--- src/rtl/ctrl_pkg.sv ---
// Shared constants for the pipelined RV32I control unit: opcodes, ALU-op codes,
// control-word bit positions and forwarding-select encodings.
package ctrl_pkg;

    localparam int CW_W = 9;

    localparam logic [6:0] OP_R      = 7'b0110011;
    localparam logic [6:0] OP_I      = 7'b0010011;
    localparam logic [6:0] OP_LOAD   = 7'b0000011;
    localparam logic [6:0] OP_STORE  = 7'b0100011;
    localparam logic [6:0] OP_BRANCH = 7'b1100011;
    localparam logic [6:0] OP_JAL    = 7'b1101111;
    localparam logic [6:0] OP_JALR   = 7'b1100111;
    localparam logic [6:0] OP_LUI    = 7'b0110111;
    localparam logic [6:0] OP_AUIPC  = 7'b0010111;

    localparam logic [1:0] ALUOP_ADD   = 2'b00;
    localparam logic [1:0] ALUOP_BR    = 2'b01;
    localparam logic [1:0] ALUOP_FUNCT = 2'b10;
    localparam logic [1:0] ALUOP_LUI   = 2'b11;

    // Control word is {aluop[1:0], alusrc, mem_re, mem_we, reg_we, mem_to_reg, is_branch, is_jump}
    localparam int CW_JUMP       = 0;
    localparam int CW_BRANCH     = 1;
    localparam int CW_MEM_TO_REG = 2;
    localparam int CW_REG_WE     = 3;
    localparam int CW_MEM_WE     = 4;
    localparam int CW_MEM_RE     = 5;
    localparam int CW_ALUSRC     = 6;
    localparam int CW_ALUOP_LO   = 7;

    localparam logic [1:0] FWD_RF  = 2'b00;
    localparam logic [1:0] FWD_MEM = 2'b01;
    localparam logic [1:0] FWD_WB  = 2'b10;

    typedef logic [CW_W-1:0] cw_t;

    function automatic cw_t make_cw(input logic [1:0] aluop, input logic alusrc, mem_re, mem_we,
                                    reg_we, mem_to_reg, is_branch, is_jump);
        return {aluop, alusrc, mem_re, mem_we, reg_we, mem_to_reg, is_branch, is_jump};
    endfunction

    function automatic logic op_decodable(input logic [6:0] op);
        case (op)
            OP_R, OP_I, OP_LOAD, OP_STORE, OP_BRANCH,
            OP_JAL, OP_JALR, OP_LUI, OP_AUIPC: return 1'b1;
            default:                           return 1'b0;
        endcase
    endfunction

endpackage

--- src/rtl/ctrl_decode.sv ---
// Combinational opcode decoder: control word plus which source registers are read.
// The illegal flag exists only when CTRL_ILLEGAL_TRAP_EN is defined.
module ctrl_decode
    import ctrl_pkg::*;
(
    input  logic [6:0] i_opcode,
    output cw_t        o_cw,
    output logic       o_uses_rs1,
    output logic       o_uses_rs2
`ifdef CTRL_ILLEGAL_TRAP_EN
    ,
    output logic       o_illegal
`endif
);

    // Opcode to control word; unknown opcodes become an all-zero bubble word
    always_comb begin
        o_cw       = {CW_W{1'b0}};
        o_uses_rs1 = 1'b0;
        o_uses_rs2 = 1'b0;
        case (i_opcode)
            OP_R:      begin o_cw = make_cw(ALUOP_FUNCT, 1'b1, 1'b0, 1'b0, 1'b1, 1'b0, 1'b0, 1'b0);
                             o_uses_rs1 = 1'b1; o_uses_rs2 = 1'b1; end
            OP_I:      begin o_cw = make_cw(ALUOP_FUNCT, 1'b0, 1'b0, 1'b0, 1'b1, 1'b0, 1'b0, 1'b0);
                             o_uses_rs1 = 1'b1; end
            OP_LOAD:   begin o_cw = make_cw(ALUOP_ADD, 1'b0, 1'b1, 1'b0, 1'b1, 1'b1, 1'b0, 1'b0);
                             o_uses_rs1 = 1'b1; end
            OP_STORE:  begin o_cw = make_cw(ALUOP_ADD, 1'b0, 1'b0, 1'b1, 1'b0, 1'b0, 1'b0, 1'b0);
                             o_uses_rs1 = 1'b1; o_uses_rs2 = 1'b1; end
            OP_BRANCH: begin o_cw = make_cw(ALUOP_BR, 1'b1, 1'b0, 1'b0, 1'b0, 1'b0, 1'b1, 1'b0);
                             o_uses_rs1 = 1'b1; o_uses_rs2 = 1'b1; end
            OP_JAL:    begin o_cw = make_cw(ALUOP_ADD, 1'b0, 1'b0, 1'b0, 1'b1, 1'b0, 1'b0, 1'b1); end
            OP_JALR:   begin o_cw = make_cw(ALUOP_ADD, 1'b0, 1'b0, 1'b0, 1'b1, 1'b0, 1'b0, 1'b1);
                             o_uses_rs1 = 1'b1; end
            OP_LUI:    begin o_cw = make_cw(ALUOP_LUI, 1'b0, 1'b0, 1'b0, 1'b1, 1'b0, 1'b0, 1'b0); end
            OP_AUIPC:  begin o_cw = make_cw(ALUOP_ADD, 1'b0, 1'b0, 1'b0, 1'b1, 1'b0, 1'b0, 1'b0); end
            default:   begin o_cw = {CW_W{1'b0}}; end
        endcase
    end

`ifdef CTRL_ILLEGAL_TRAP_EN
    assign o_illegal = ~op_decodable(i_opcode) | (i_opcode[1:0] != 2'b11);
`endif

endmodule

--- src/rtl/ctrl_pipe.sv ---
// Pipelined RV32I control unit: ID decode, EX/MEM/WB control registers, load-use and
// RAW stalls, EX forwarding selects, flush bubbles. Optional sticky illegal_o under CTRL_ILLEGAL_TRAP_EN.
module ctrl_pipe
    import ctrl_pkg::*;
#(
    parameter int RF_ADDR_W = 5,
    parameter int FWD_EN    = 1
) (
    input  logic                 clk_i,
    input  logic                 rst_n_i,
    input  logic                 id_valid_i,
    input  logic [31:0]          id_instr_i,
    input  logic                 flush_i,
    input  logic                 mem_stall_i,
    output logic                 id_stall_o,
    output logic                 ex_valid_o,
    output logic [CW_W-1:0]      ex_cw_o,
    output logic [1:0]           fwd_a_o,
    output logic [1:0]           fwd_b_o,
    output logic                 mem_valid_o,
    output logic                 mem_re_o,
    output logic                 mem_we_o,
    output logic                 wb_reg_we_o,
    output logic                 wb_mem_to_reg_o,
    output logic [RF_ADDR_W-1:0] wb_rd_o
`ifdef CTRL_ILLEGAL_TRAP_EN
    ,
    output logic                 illegal_o
`endif
);

    localparam logic [RF_ADDR_W-1:0] X0 = {RF_ADDR_W{1'b0}};

    function automatic logic rd_hit(input logic we, input logic [RF_ADDR_W-1:0] rd,
                                    input logic [RF_ADDR_W-1:0] rs);
        return we && (rd != X0) && (rd == rs);
    endfunction

    function automatic logic [1:0] fwd_sel(input logic ex_we, input logic [RF_ADDR_W-1:0] ex_rd,
                                           input logic mem_we, input logic [RF_ADDR_W-1:0] mem_rd,
                                           input logic [RF_ADDR_W-1:0] rs);
        if (rd_hit(ex_we, ex_rd, rs))        return FWD_MEM;
        else if (rd_hit(mem_we, mem_rd, rs)) return FWD_WB;
        else                                 return FWD_RF;
    endfunction

    cw_t                  w_id_cw;
    logic                 w_uses_rs1, w_uses_rs2;
    logic [RF_ADDR_W-1:0] w_id_rd, w_id_rs1, w_id_rs2;
    logic                 w_unused_instr;
    logic                 w_load_use, w_raw, w_hazard, w_take;
    cw_t                  w_nx_cw;
    logic [RF_ADDR_W-1:0] w_nx_rd, w_nx_rs1, w_nx_rs2;
    logic [1:0]           w_nx_fwd_a, w_nx_fwd_b;

    logic                 r_ex_valid;
    cw_t                  r_ex_cw;
    logic [RF_ADDR_W-1:0] r_ex_rd;
    logic                 r_mem_valid, r_mem_re, r_mem_we, r_mem_reg_we, r_mem_mem_to_reg;
    logic [RF_ADDR_W-1:0] r_mem_rd;
    logic                 r_wb_reg_we, r_wb_mem_to_reg;
    logic [RF_ADDR_W-1:0] r_wb_rd;
    logic [1:0]           r_fwd_a, r_fwd_b;

`ifdef CTRL_ILLEGAL_TRAP_EN
    logic                 w_illegal;
    logic                 r_illegal;
`endif

    ctrl_decode u_decode (
        .i_opcode   (id_instr_i[6:0]),
        .o_cw       (w_id_cw),
        .o_uses_rs1 (w_uses_rs1),
        .o_uses_rs2 (w_uses_rs2)
`ifdef CTRL_ILLEGAL_TRAP_EN
        ,
        .o_illegal  (w_illegal)
`endif
    );

    // Unread source fields are zeroed so they can never match a destination
    assign w_id_rd        = id_instr_i[7 +: RF_ADDR_W];
    assign w_id_rs1       = w_uses_rs1 ? id_instr_i[15 +: RF_ADDR_W] : X0;
    assign w_id_rs2       = w_uses_rs2 ? id_instr_i[20 +: RF_ADDR_W] : X0;
    assign w_unused_instr = ^{id_instr_i[31:25], id_instr_i[14:12]};

    // Hazard detection and next-state of the EX stage and its forwarding selects
    always_comb begin
        w_load_use = id_valid_i & r_ex_valid & r_ex_cw[CW_MEM_RE] &
                     (rd_hit(1'b1, r_ex_rd, w_id_rs1) | rd_hit(1'b1, r_ex_rd, w_id_rs2));
        w_raw      = id_valid_i &
                     (rd_hit(r_ex_valid & r_ex_cw[CW_REG_WE], r_ex_rd, w_id_rs1) |
                      rd_hit(r_ex_valid & r_ex_cw[CW_REG_WE], r_ex_rd, w_id_rs2) |
                      rd_hit(r_mem_valid & r_mem_reg_we, r_mem_rd, w_id_rs1) |
                      rd_hit(r_mem_valid & r_mem_reg_we, r_mem_rd, w_id_rs2));
        if (FWD_EN != 0) begin
            w_hazard = w_load_use;
        end else begin
            w_hazard = w_load_use | w_raw;
        end
        w_take = id_valid_i & ~flush_i & ~w_hazard;
        if (w_take) begin
            w_nx_cw  = w_id_cw;
            w_nx_rd  = w_id_rd;
            w_nx_rs1 = w_id_rs1;
            w_nx_rs2 = w_id_rs2;
        end else begin
            w_nx_cw  = {CW_W{1'b0}};
            w_nx_rd  = X0;
            w_nx_rs1 = X0;
            w_nx_rs2 = X0;
        end
        // Selects are computed against the stages the current EX/MEM will occupy after the edge
        if (FWD_EN != 0) begin
            w_nx_fwd_a = fwd_sel(r_ex_valid & r_ex_cw[CW_REG_WE], r_ex_rd,
                                 r_mem_valid & r_mem_reg_we, r_mem_rd, w_nx_rs1);
            w_nx_fwd_b = fwd_sel(r_ex_valid & r_ex_cw[CW_REG_WE], r_ex_rd,
                                 r_mem_valid & r_mem_reg_we, r_mem_rd, w_nx_rs2);
        end else begin
            w_nx_fwd_a = FWD_RF;
            w_nx_fwd_b = FWD_RF;
        end
    end

    assign id_stall_o = mem_stall_i | (w_hazard & ~flush_i);

    // Stage registers: advance together unless data memory stalls
    always_ff @(posedge clk_i or negedge rst_n_i) begin
        if (!rst_n_i) begin
            r_ex_valid       <= 1'b0;
            r_ex_cw          <= {CW_W{1'b0}};
            r_ex_rd          <= X0;
            r_mem_valid      <= 1'b0;
            r_mem_re         <= 1'b0;
            r_mem_we         <= 1'b0;
            r_mem_reg_we     <= 1'b0;
            r_mem_mem_to_reg <= 1'b0;
            r_mem_rd         <= X0;
            r_wb_reg_we      <= 1'b0;
            r_wb_mem_to_reg  <= 1'b0;
            r_wb_rd          <= X0;
            r_fwd_a          <= FWD_RF;
            r_fwd_b          <= FWD_RF;
        end else if (!mem_stall_i) begin
            r_ex_valid       <= w_take;
            r_ex_cw          <= w_nx_cw;
            r_ex_rd          <= w_nx_rd;
            r_mem_valid      <= r_ex_valid;
            r_mem_re         <= r_ex_cw[CW_MEM_RE];
            r_mem_we         <= r_ex_cw[CW_MEM_WE];
            r_mem_reg_we     <= r_ex_cw[CW_REG_WE];
            r_mem_mem_to_reg <= r_ex_cw[CW_MEM_TO_REG];
            r_mem_rd         <= r_ex_rd;
            r_wb_reg_we      <= r_mem_reg_we;
            r_wb_mem_to_reg  <= r_mem_mem_to_reg;
            r_wb_rd          <= r_mem_rd;
            r_fwd_a          <= w_nx_fwd_a;
            r_fwd_b          <= w_nx_fwd_b;
        end
    end

`ifdef CTRL_ILLEGAL_TRAP_EN
    // Sticky trap flag, cleared only by reset
    always_ff @(posedge clk_i or negedge rst_n_i) begin
        if (!rst_n_i) begin
            r_illegal <= 1'b0;
        end else if (id_valid_i && !flush_i && w_illegal) begin
            r_illegal <= 1'b1;
        end
    end
    assign illegal_o = r_illegal;
`endif

    assign ex_valid_o      = r_ex_valid;
    assign ex_cw_o         = r_ex_cw;
    assign fwd_a_o         = r_fwd_a;
    assign fwd_b_o         = r_fwd_b;
    assign mem_valid_o     = r_mem_valid;
    assign mem_re_o        = r_mem_re;
    assign mem_we_o        = r_mem_we;
    assign wb_reg_we_o     = r_wb_reg_we;
    assign wb_mem_to_reg_o = r_wb_mem_to_reg;
    assign wb_rd_o         = r_wb_rd;

endmodule

--- config.mk ---
export PLATFORM = sky130hd
export DESIGN_NAME = ctrl_pipe
export DESIGN_NICKNAME = d
export VERILOG_FILES = /design/src/rtl/ctrl_pkg.sv /design/src/rtl/ctrl_decode.sv /design/src/rtl/ctrl_pipe.sv
export SDC_FILE = /design/constraint.sdc
export NUM_CORES = 1
export LEC_CHECK = 0
export BUFFER_PORTS_ARGS = -buffer_cell sky130_fd_sc_hd__buf_2
export CAP_MARGIN = 10
export CORE_AREA = 2 2 93 95
export DETAILED_ROUTE_END_ITERATION = 8
export DIE_AREA = 0 0 95 97
export PLACE_DENSITY = 0.49
export SYNTH_ARGS = -nofsm -noshare
export SYNTH_HDL_FRONTEND = slang
export SYNTH_HIERARCHICAL = 1
export SYNTH_SLANG_ARGS = --single-unit
export TNS_END_PERCENT = 100
--- constraint.sdc ---
create_clock -name clk_i -period 4.5 [get_ports clk_i]
set_input_delay 0.45 -clock clk_i [delete_from_list [all_inputs] [get_ports clk_i]]
set_output_delay 0.45 -clock clk_i [all_outputs]
set_load 0.05 [all_outputs]
==> run_results.csv, run 1 <==
group,metric,value,unit
logic_synthesis,mappedNetlistArea,2400,um^2
clocking,cts_tree,"built",
sta,rsz0062_at_grt,"no",
logic_synthesis,synth_area_leader_cell,"dfrtp_1",
clocking,htreeDepth,2,
detailed_routing,first_iter_violations,91,
finish,layout_common_cells,"buf_2 (51), dfrtp_1 (36), mux2_2 (16)",
logic_synthesis,yosys_register_bits,36,
placed_design,port_buffers,51,
floorplan,core,8130,um^2
detailed_routing,routed_wl,5980,um
logic_synthesis,synth_cells,228,
logic_synthesis,yosysTopAreaCellShare,37.5,%
sta,fmax,0.296,GHz
detailed_routing,firstDrtPassIters,4,
sta,worstMarginPinSlew,1150,ps
sta,hold_slack,254,ps
global_route,grt_pass1_vias,1815,
clocking,clock_path_buffers,2,
power,leakage,1.21,nW
setup_path,worstSetupPathType,"input port to register",
sta,tns,0,ps
finish,drive_above_1_share,33.1,%
setup_path,path_max_fanout,15,
detailed_routing,vias_per_cell,5.22,
floorplan,die_x,95,um
logic_synthesis,synth_area_leaders,"dfrtp_1 (38%), mux2_2 (7.5%), a22o_1 (4.7%)",
clocking,cts_root_buffer,"clkbuf_8",
global_route,grt_pass1_wl,9690,um
logic_synthesis,synth-edff-count,0,
worst_hold_path,min_path_type,"input port to async pin",
finish,nFillCells,873,
global_route,grt_remaining_overflow,0,
detailed_routing,final_antenna_net_count,0,
logic_synthesis,async_flop_share,100,%
finish,largest_reg_flops,9,
finish,diodes,0,
global_route,antenna_found_initial,0,
detailed_routing,drc_errors,0,
global_route,grt_use_total,13.5,%
sta,maxSlewHeadroom,23.5,%
run,maxCapViolations,0,
clocking,clkSlewWorstSetupHoldPaths,80,ps
outcome,status,"finished clean",
floorplan,dieArea,9220,um^2
logic_synthesis,ys.flop_type,"dfrtp_1",
floorplan,start_util,29.5,%
logic_synthesis,postSynthAreaPerCell,10.5,um^2
finish,final_common_cell,"buf_2",
clocking,numCtsBuffers,5,
sta,final.min_clock_period,3370,ps
clocking,cts_resized,0,
floorplan,placement_rows,33,
logic_synthesis,ys_seq_area_share,37.5,%
sta,finalSetupViolCount,0,
sta,hold_viol_final,0,
setup_path,start_kind,"input port",
clocking,cts_sinks,36,
clocking,clk_latency,290,ps
sta,slew_viol_final,0,
logic_synthesis,ys_warn_count,6,
setup_path,critical_path_required,4720,ps
floorplan,die-height,97,um
logic_synthesis,synth_cell_types,69,
clocking,cts_setup_buffers,0,
placed_design,globalplace.congestion,0.771,
power,vdd_drop_max,0.0000894,V
setup_path,cp.arrival,3590,ps
power,power_density,278,nW/um^2
global_route,grt_start_max_net_pins,43,
clocking,cts_hold_repair.buffers,0,
floorplan,io_pins,62,
detailed_routing,vias,1921,
finish,area_delta_synth_final,10.8,%
placed_design,dp.final_hpwl,4250,um
detailed_routing,wl_per_cell,16.3,um
setup_path,cp-end-kind,"register",
sta,fin_worst_skew,10.3,ps
finish,final_core_util,32.7,%
logic_synthesis,synth_nets,265,
sta,finalCritPeriodShare,75.0,%
finish,fin_nets,299,
[metal layers]
layer | global-route usage, % | up-vias | part of all wire [%]
li1 | - | 943 | -
met1 | 19.2 | 924 | 48
met2 | 20.3 | 50 | 46
met3 | 2.88 | 4 | 4.5
met4 | 4.24 | 0 | 0.92
met5 | 0 | - | 0
[cells by family (layout without fill, tap and decap cells)]
kind of cell	after synthesis	after routing	share of synthesized area (%)
and+or+nand+nor	64	64	16.9
muxes	16	16	7.50
DFF	36	36	37.5
buffers and inverters	33	68	10.8
AOI/OAI and AO/OA	69	69	23.6
xor gates and xnor gates	10	10	3.65
[final timing paths]
| kind | start | endpoint | slack, ps | cells past startpoint |
|---|---|---|---|---|
| setup reg to reg | r_ex_rd[1] | r_ex_rd[3] | 1180 | 7 |
| setup / recovery | id_instr_i[3] | r_ex_rd[3] | 1130 | 10 |
| hold / removal | rst_n_i | fwd_a_o[1] | 250 | 1 |
| min in group clk_i | id_instr_i[8] | r_ex_rd[1] | 380 | 2 |
| hold reg to reg | fwd_a_o[1] | fwd_a_o[1] | 490 | 1 |
| max in group asynchronous | rst_n_i | r_ex_rd[3] | 3710 | 1 |
[critical path, cell delays in order]
cell,delay (ps)
buf_2,100
nand3b_4,190
a211oi_1,690
o21a_1,210
nor3_1,40
a2bb2oi_1,170
a32oi_4,310
and2_4,240
nor2b_1,900
a22o_2,270
[where the power goes]
part | leakage, nW | internal, W | switching [W] | total [W]
clock network | 0.0516 | 0.000125 | 0.000124 | 0.000249
registers | 0.494 | 0.000335 | 0.0000212 | 0.000357
logic | 0.663 | 0.0000502 | 0.0000839 | 0.000134
[metrics by stage]
step	power (W)	worst slack (ps)	cells	cell area (um^2)
2_1_floorplan	0.000467	1310	228	2400
3_3_place_gp	0.000497	813	360	2560
3_5_place_dp	0.000498	826	360	2560
4_1_cts	0.000753	1120	368	2660
5_1_grt	0.000781	908	368	2660
6_report	0.000740	1130	368	2660
[synth_stat cells, types with 2 or more instances]
| library cell | n |
|---|---|
| nand4_1 | 2 |
| nor2_1 | 7 |
| nand3b_1 | 4 |
| nand3_1 | 7 |
| o221ai_1 | 2 |
| buf_6 | 5 |
| inv_1 | 8 |
| a22oi_1 | 3 |
| or3_1 | 4 |
| nand2_1 | 9 |
| clkbuf_8 | 7 |
| a31oi_1 | 5 |
| a21oi_1 | 2 |
| dfrtp_1 | 36 |
| nor4bb_1 | 3 |
| o311ai_0 | 2 |
| a211oi_1 | 2 |
| nand4b_1 | 3 |
| o21bai_1 | 2 |
| o211ai_1 | 2 |
| a221o_1 | 2 |
| nor3_1 | 5 |
| nor2b_1 | 2 |
| a21o_1 | 2 |
| or4_1 | 2 |
| nand2b_1 | 2 |
| o21ai_0 | 10 |
| clkbuf_1 | 6 |
| xnor2_1 | 9 |
| buf_2 | 3 |
| a22o_1 | 13 |
| o21a_1 | 3 |
| nor4_1 | 2 |
| o22ai_1 | 2 |
| mux2_2 | 16 |
[final cells by class]
cell class                 count  area (um^2)  area share [%]
sequential                    36          901            33.9
clock buffer                   6         82.6            3.10
tap                          105          131            4.94
timing repair buffer          52          263            9.87
clock inverter                 2         13.8           0.517
inverter                       8         30.0            1.13
multi-input combinational    159         1240            46.6
No activity file was read; power rests on OpenSTA's default activity.
==> run 2, diff against run 1 <==
Settings changed: ABC_AREA set to 1.
Clock period 4.5 ns to 3.4 ns, I/O delays scaled along.
==> run_results.csv, run 2 <==
group,metric,value,unit
placed_design,port_buffers,51,
setup_path,critPathMaxStageDelay,340,ps
setup_path,crit_path_top_delay_cell,"nand4_1",
logic_synthesis,synth_cells,339,
floorplan,die-height,97,um
logic_synthesis,mappedNetlistArea,2390,um^2
power,power_density,363,nW/um^2
finish,final_common_cell,"nand2_1",
outcome,status,"finished clean",
logic_synthesis,synth_common_cells,"nand2_1 (107), inv_1 (47), dfrtp_1 (36)",
setup_path,worstSetupPathType,"input port to primary output",
floorplan,io_pins,62,
sta,rsz0062_at_grt,"no",
logic_synthesis,postSynthAreaPerCell,7.05,um^2
finish,diodes,0,
global_route,grt_use_total,14.8,%
setup_path,path_max_fanout,32,
sta,worstMarginPinSlew,806,ps
logic_synthesis,synth_area_leaders,"dfrtp_1 (38%), nand2_1 (17%), inv_1 (7.4%)",
clocking,clock_path_buffers,2,
clocking,cts_tree,"built",
finish,final_core_util,34.6,%
sta,hold_viol_final,0,
clocking,cts_root_buffer,"clkbuf_8",
clocking,htreeDepth,2,
logic_synthesis,synth_nets,376,
clocking,clkSlewWorstSetupHoldPaths,70,ps
finish,area_delta_synth_final,17.8,%
logic_synthesis,synth_area_leader_cell,"dfrtp_1",
finish,largest_reg_flops,9,
detailed_routing,firstDrtPassIters,4,
global_route,grt_remaining_overflow,0,
worst_hold_path,min_path_type,"input port to async pin",
clocking,clk_latency,280,ps
floorplan,core,8130,um^2
setup_path,crit_top_cell,"nand2_1",
logic_synthesis,synth_cell_types,28,
floorplan,die_x,95,um
clocking,cts_resized,0,
global_route,antenna_found_initial,0,
clocking,cts_sinks,36,
placed_design,dp.cells,484,
setup_path,critical_path_required,3060,ps
setup_path,cp.arrival,2570,ps
clocking,cts_setup_buffers,0,
run,maxCapViolations,0,
floorplan,start_util,29.4,%
setup_path,reg2reg_from,"r_ex_rd[3]",
logic_synthesis,ys_warn_count,6,
logic_synthesis,ys.flop_type,"dfrtp_1",
sta,tns,0,ps
setup_path,reg2reg_to,"fwd_b_o[1]",
logic_synthesis,yosysTopAreaCellShare,37.7,%
finish,fin_nets,423,
detailed_routing,routed_wl,6360,um
sta,finalCritPeriodShare,85.6,%
detailed_routing,vias,2271,
power,vdd_drop_max,0.000121,V
placed_design,globalplace.congestion,0.862,
logic_synthesis,synth-edff-count,0,
setup_path,cp-end-kind,"primary output",
global_route,grt_pass1_vias,2212,
sta,slew_viol_final,0,
finish,drive_above_1_share,26.4,%
detailed_routing,final_antenna_net_count,0,
logic_synthesis,yosys_register_bits,36,
detailed_routing,vias_per_cell,4.62,
sta,fmax,0.343,GHz
power,leakage,1.53,nW
finish,layout_common_cells,"nand2_1 (107), buf_2 (51), inv_1 (47)",
setup_path,path_delay_family,"simple AND/OR/NAND/NOR gates",
clocking,cts_hold_repair.buffers,0,
placed_design,dp.final_hpwl,4840,um
logic_synthesis,ys_seq_area_share,37.7,%
finish,fin_cells,492,
setup_path,worstPathCellList,"buf_2, nand2_1, inv_2, nand2_1, inv_1, nand2_1, nand4_1, nand3_1, nand2_1, nor2_2, nand3_2, nand2_2, nand2_4, o21ai_0, buf_2",
sta,final.min_clock_period,2910,ps
setup_path,rrSetupSlack,1270,ps
clocking,numCtsBuffers,5,
global_route,grt_pass1_wl,10900,um
sta,maxSlewHeadroom,46.3,%
setup_path,start_kind,"input port",
floorplan,dieArea,9220,um^2
sta,finalSetupViolCount,0,
logic_synthesis,synth_most_common_cell,"nand2_1",
logic_synthesis,async_flop_share,100,%
detailed_routing,first_iter_violations,111,
global_route,grt_start_max_net_pins,43,
setup_path,crit_buf_inv,4,
sta,fin_worst_skew,7.84,ps
detailed_routing,drc_errors,0,
setup_path,rr_worst_depth,14,
floorplan,placement_rows,33,
detailed_routing,wl_per_cell,12.9,um
sta,hold_slack,146,ps
## run 2: cell count changes after synthesis, sizes merged, moves of 7 or more
| cell | delta |
|---|---|
| a22o | -14 |
| clkbuf | -8 |
| inv | +46 |
| mux2 | -16 |
| nand2 | +102 |
| nand3 | +19 |
| nand4 | +23 |
| nor2 | +21 |
| o21ai | +17 |
| o22ai | +7 |
| xnor2 | -9 |
## run 2: worst max-delay path by stage
stage               slack, ps    endpoint          start  cells past startpoint
global route              210  id_stall_o  id_instr_i[1]                     15
CTS                       500  id_stall_o  id_instr_i[1]                     15
detailed placement        510  id_stall_o  id_instr_i[1]                     15
floorplan                 420  id_stall_o  id_instr_i[1]                     14
finish                    490  id_stall_o  id_instr_i[1]                     15
global placement          510  id_stall_o  id_instr_i[1]                     15
## run 2: where the power goes
part / internal, W / switching, W
clock network: 0.000218 / 0.000151
registers: 0.000445 / 0.0000179
logic: 0.0000549 / 0.000136
total: 0.000718 / 0.000304
## run 2: through the flow
step | cell area [um^2] | setup slack, ps | power [W]
2_1_floorplan | 2390 | 423 | 0.000596
3_3_place_gp | 2710 | 513 | 0.000662
3_5_place_dp | 2710 | 509 | 0.000663
4_1_cts | 2820 | 497 | 0.00104
5_1_grt | 2820 | 207 | 0.00109
6_report | 2820 | 489 | 0.00102
## run 2: metal layers
layer / vias to the layer above / GRT usage [%] / part of all wire, %
met1: 1041 / 20.3 / 48
met2: 45 / 23.8 / 46
met3: 4 / 3.74 / 4.8
met5: - / 0 / 0
li1: 1181 / - / -
met4: 0 / 2.68 / 0.69
## run 2: layout make-up
class / instances / area, um^2
multi-input combinational: 232 / 1180
sequential: 36 / 901
timing repair buffer: 56 / 293
fill: 911 / 5320
clock inverter: 2 / 35.0
inverter: 55 / 206
tap: 105 / 131
clock buffer: 6 / 72.6
## run 2: worst register-to-register path, cell delays in order (launching register included)
cell,delay [ps]
dfrtp_1,460
inv_2,160
nand3_1,140
nand2_1,110
nor2_2,40
nand3_2,50
nand2_2,70
nand2_4,300
nand3_1,160
nand2_1,90
nand2_1,50
nor2_1,170
nand3_2,110
nand2_1,80
nand2_1,40
## run 2: logic make-up after synthesis
group                  count (synthesis)  share of synthesized area, %
AND/OR/NAND/NOR                      191                          39.1
XOR/XNOR                               2                         0.733
buffers and inverters                 71                          13.2
flip-flops                            36                          37.7
AO/OA/AOI/OAI                         39                          9.27
==> run 3, diff against run 2 <==
Settings changed: ABC_AREA 1 to not set.
==> run_results.csv, run 3 (same netlist as run 1, synthesis figures left out) <==
group,metric,value,unit
detailed_routing,vias,1977,
sta,fmax,0.334,GHz
detailed_routing,drc_errors,0,
setup_path,cp.arrival,3170,ps
setup_path,start_kind,"register",
sta,finalCritPeriodShare,88.0,%
finish,nFillCells,872,
setup_path,rrSetupSlack,410,ps
clocking,clk_latency,290,ps
clocking,numCtsBuffers,5,
floorplan,placement_rows,33,
sta,maxSlewHeadroom,45.8,%
sta,hold_viol_final,0,
power,power_density,349,nW/um^2
outcome,status,"finished clean",
power,power.total,0.000941,W
clocking,cts_sinks,36,
sta,hold_slack,137,ps
detailed_routing,wl_per_cell,16.2,um
setup_path,path_max_fanout,12,
global_route,grt_use_total,13.8,%
power,vdd_drop_max,0.000176,V
setup_path,critical_path_required,3580,ps
clocking,cts_root_buffer,"clkbuf_8",
detailed_routing,routed_wl,6050,um
setup_path,worstSetupPathType,"register to register",
finish,largest_reg_flops,9,
floorplan,die-height,97,um
sta,rsz0062_at_grt,"no",
setup_path,rr_worst_depth,8,
global_route,grt_remaining_overflow,0,
sta,worstMarginPinSlew,813,ps
worst_hold_path,min_path_type,"input port to async pin",
finish,diodes,0,
clocking,cts_tree,"built",
sta,slew_viol_final,0,
finish,drive_above_1_share,34.6,%
sta,finalSetupViolCount,0,
finish,final_common_cell,"buf_2",
finish,seqCellArea,901,um^2
sta,final.min_clock_period,2990,ps
sta,fin_worst_skew,4.66,ps
floorplan,dieArea,9220,um^2
setup_path,reg2reg_from,"r_ex_rd[2]",
run,maxCapViolations,0,
global_route,grt_start_max_net_pins,42,
finish,fin_nets,306,
global_route,gr-usage-met2,20.4,%
setup_path,cp-end-kind,"register",
setup_path,reg2reg_to,"fwd_a_o[1]",
floorplan,start_util,29.5,%
finish,final_core_util,33.2,%
floorplan,io_pins,62,
floorplan,core,8130,um^2
placed_design,globalplace.congestion,0.836,
global_route,grtUsageMet1,19.0,%
power,leakage,1.23,nW
clocking,cts_hold_repair.buffers,0,
placed_design,place_area,2620,um^2
floorplan,die_x,95,um
sta,tns,0,ps
detailed_routing,vias_per_cell,5.29,
global_route,antenna_found_initial,0,
clocking,clock_path_buffers,2,
finish,finalInstanceArea,2700,um^2
finish,multi_input_area,1240,um^2
placed_design,dp.final_hpwl,4340,um
global_route,gr-max-usage-layer,"met2",
detailed_routing,first_iter_violations,78,
global_route,grt_pass1_vias,1925,
global_route,grt_pass1_wl,9920,um
finish,area_delta_synth_final,12.4,%
detailed_routing,firstDrtPassIters,4,
finish,layout_common_cells,"buf_2 (51), dfrtp_1 (36), mux2_2 (16)",
placed_design,port_buffers,51,
clocking,clkSlewWorstSetupHoldPaths,70,ps
detailed_routing,final_antenna_net_count,0,
clocking,htreeDepth,2,
global_route,use_met3,3.43,%
[run 3: changes by cell type in the layout (fill, tap and decap cells not counted), sizes merged, moves of 4 or more]
cell	before	now
nand4	25	2
inv	54	8
a22o	0	14
o21ai	27	10
nor2	28	7
or3	0	4
nand2	111	9
a31oi	0	5
mux2	0	16
o22ai	9	2
nand3b	0	5
nor3	1	5
nand3	26	7
xnor2	0	9
[run 3: where the power goes]
group	internal (W)	leakage [nW]	switching, W
Clock	0.000139	0.0410	0.000147
Sequential	0.000444	0.494	0.0000217
Combinational	0.0000700	0.699	0.000119
Total	0.000654	1.23	0.000288
[run 3: area by class of cell]
type | count | share of cell area (%)
sequential | 36 | 33.4
inverter | 8 | 1.11
clock inverter | 1 | 0.186
multi-input combinational | 159 | 46.1
clock buffer | 6 | 2.69
tap | 105 | 4.87
timing repair buffer | 59 | 11.7
[run 3: repair_timing]
| action | in CTS | in global routing |
|---|---|---|
| setup buffers | 0 | 0 |
| endpoints found under the setup margin | 0 | 14 |
| resized for setup | 0 | 1 |
[run 3: worst max path at each step]
stage / from / endpoint / depth (start not counted)
after floorplan: id_instr_i[6] / fwd_a_o[1] / 10
after global placement: id_instr_i[6] / r_ex_rd[3] / 10
after detailed placement: id_instr_i[6] / r_ex_rd[3] / 10
after CTS: r_ex_rd[2] / r_ex_rd[3] / 7
after global routing: r_ex_rd[2] / fwd_b_o[1] / 10
final: r_ex_rd[2] / fwd_a_o[1] / 8
[run 3: worst max-delay path, stage by stage, from the launching register on]
cell and delay [ps]:
dfrtp_1 540, or4_4 580, o2111ai_2 240, a31oi_1 110, a32oi_4 300, and2_4 230, a31oi_1 70, or4_1 570
a32o_1 240
[run 3: metrics by stage]
stage	std cells	setup slack (ps)
2_1_floorplan	228	415
3_3_place_gp	367	8.25
3_5_place_dp	367	43.1
4_1_cts	374	111
5_1_grt	374	186
6_report	374	408
[run 3: layer usage]
layer / vias to the layer above / wire, um
met3: 9 / 390
met1: 959 / 2820
met2: 61 / 2750
met5: - / 0
li1: 948 / -
met4: 0 / 94
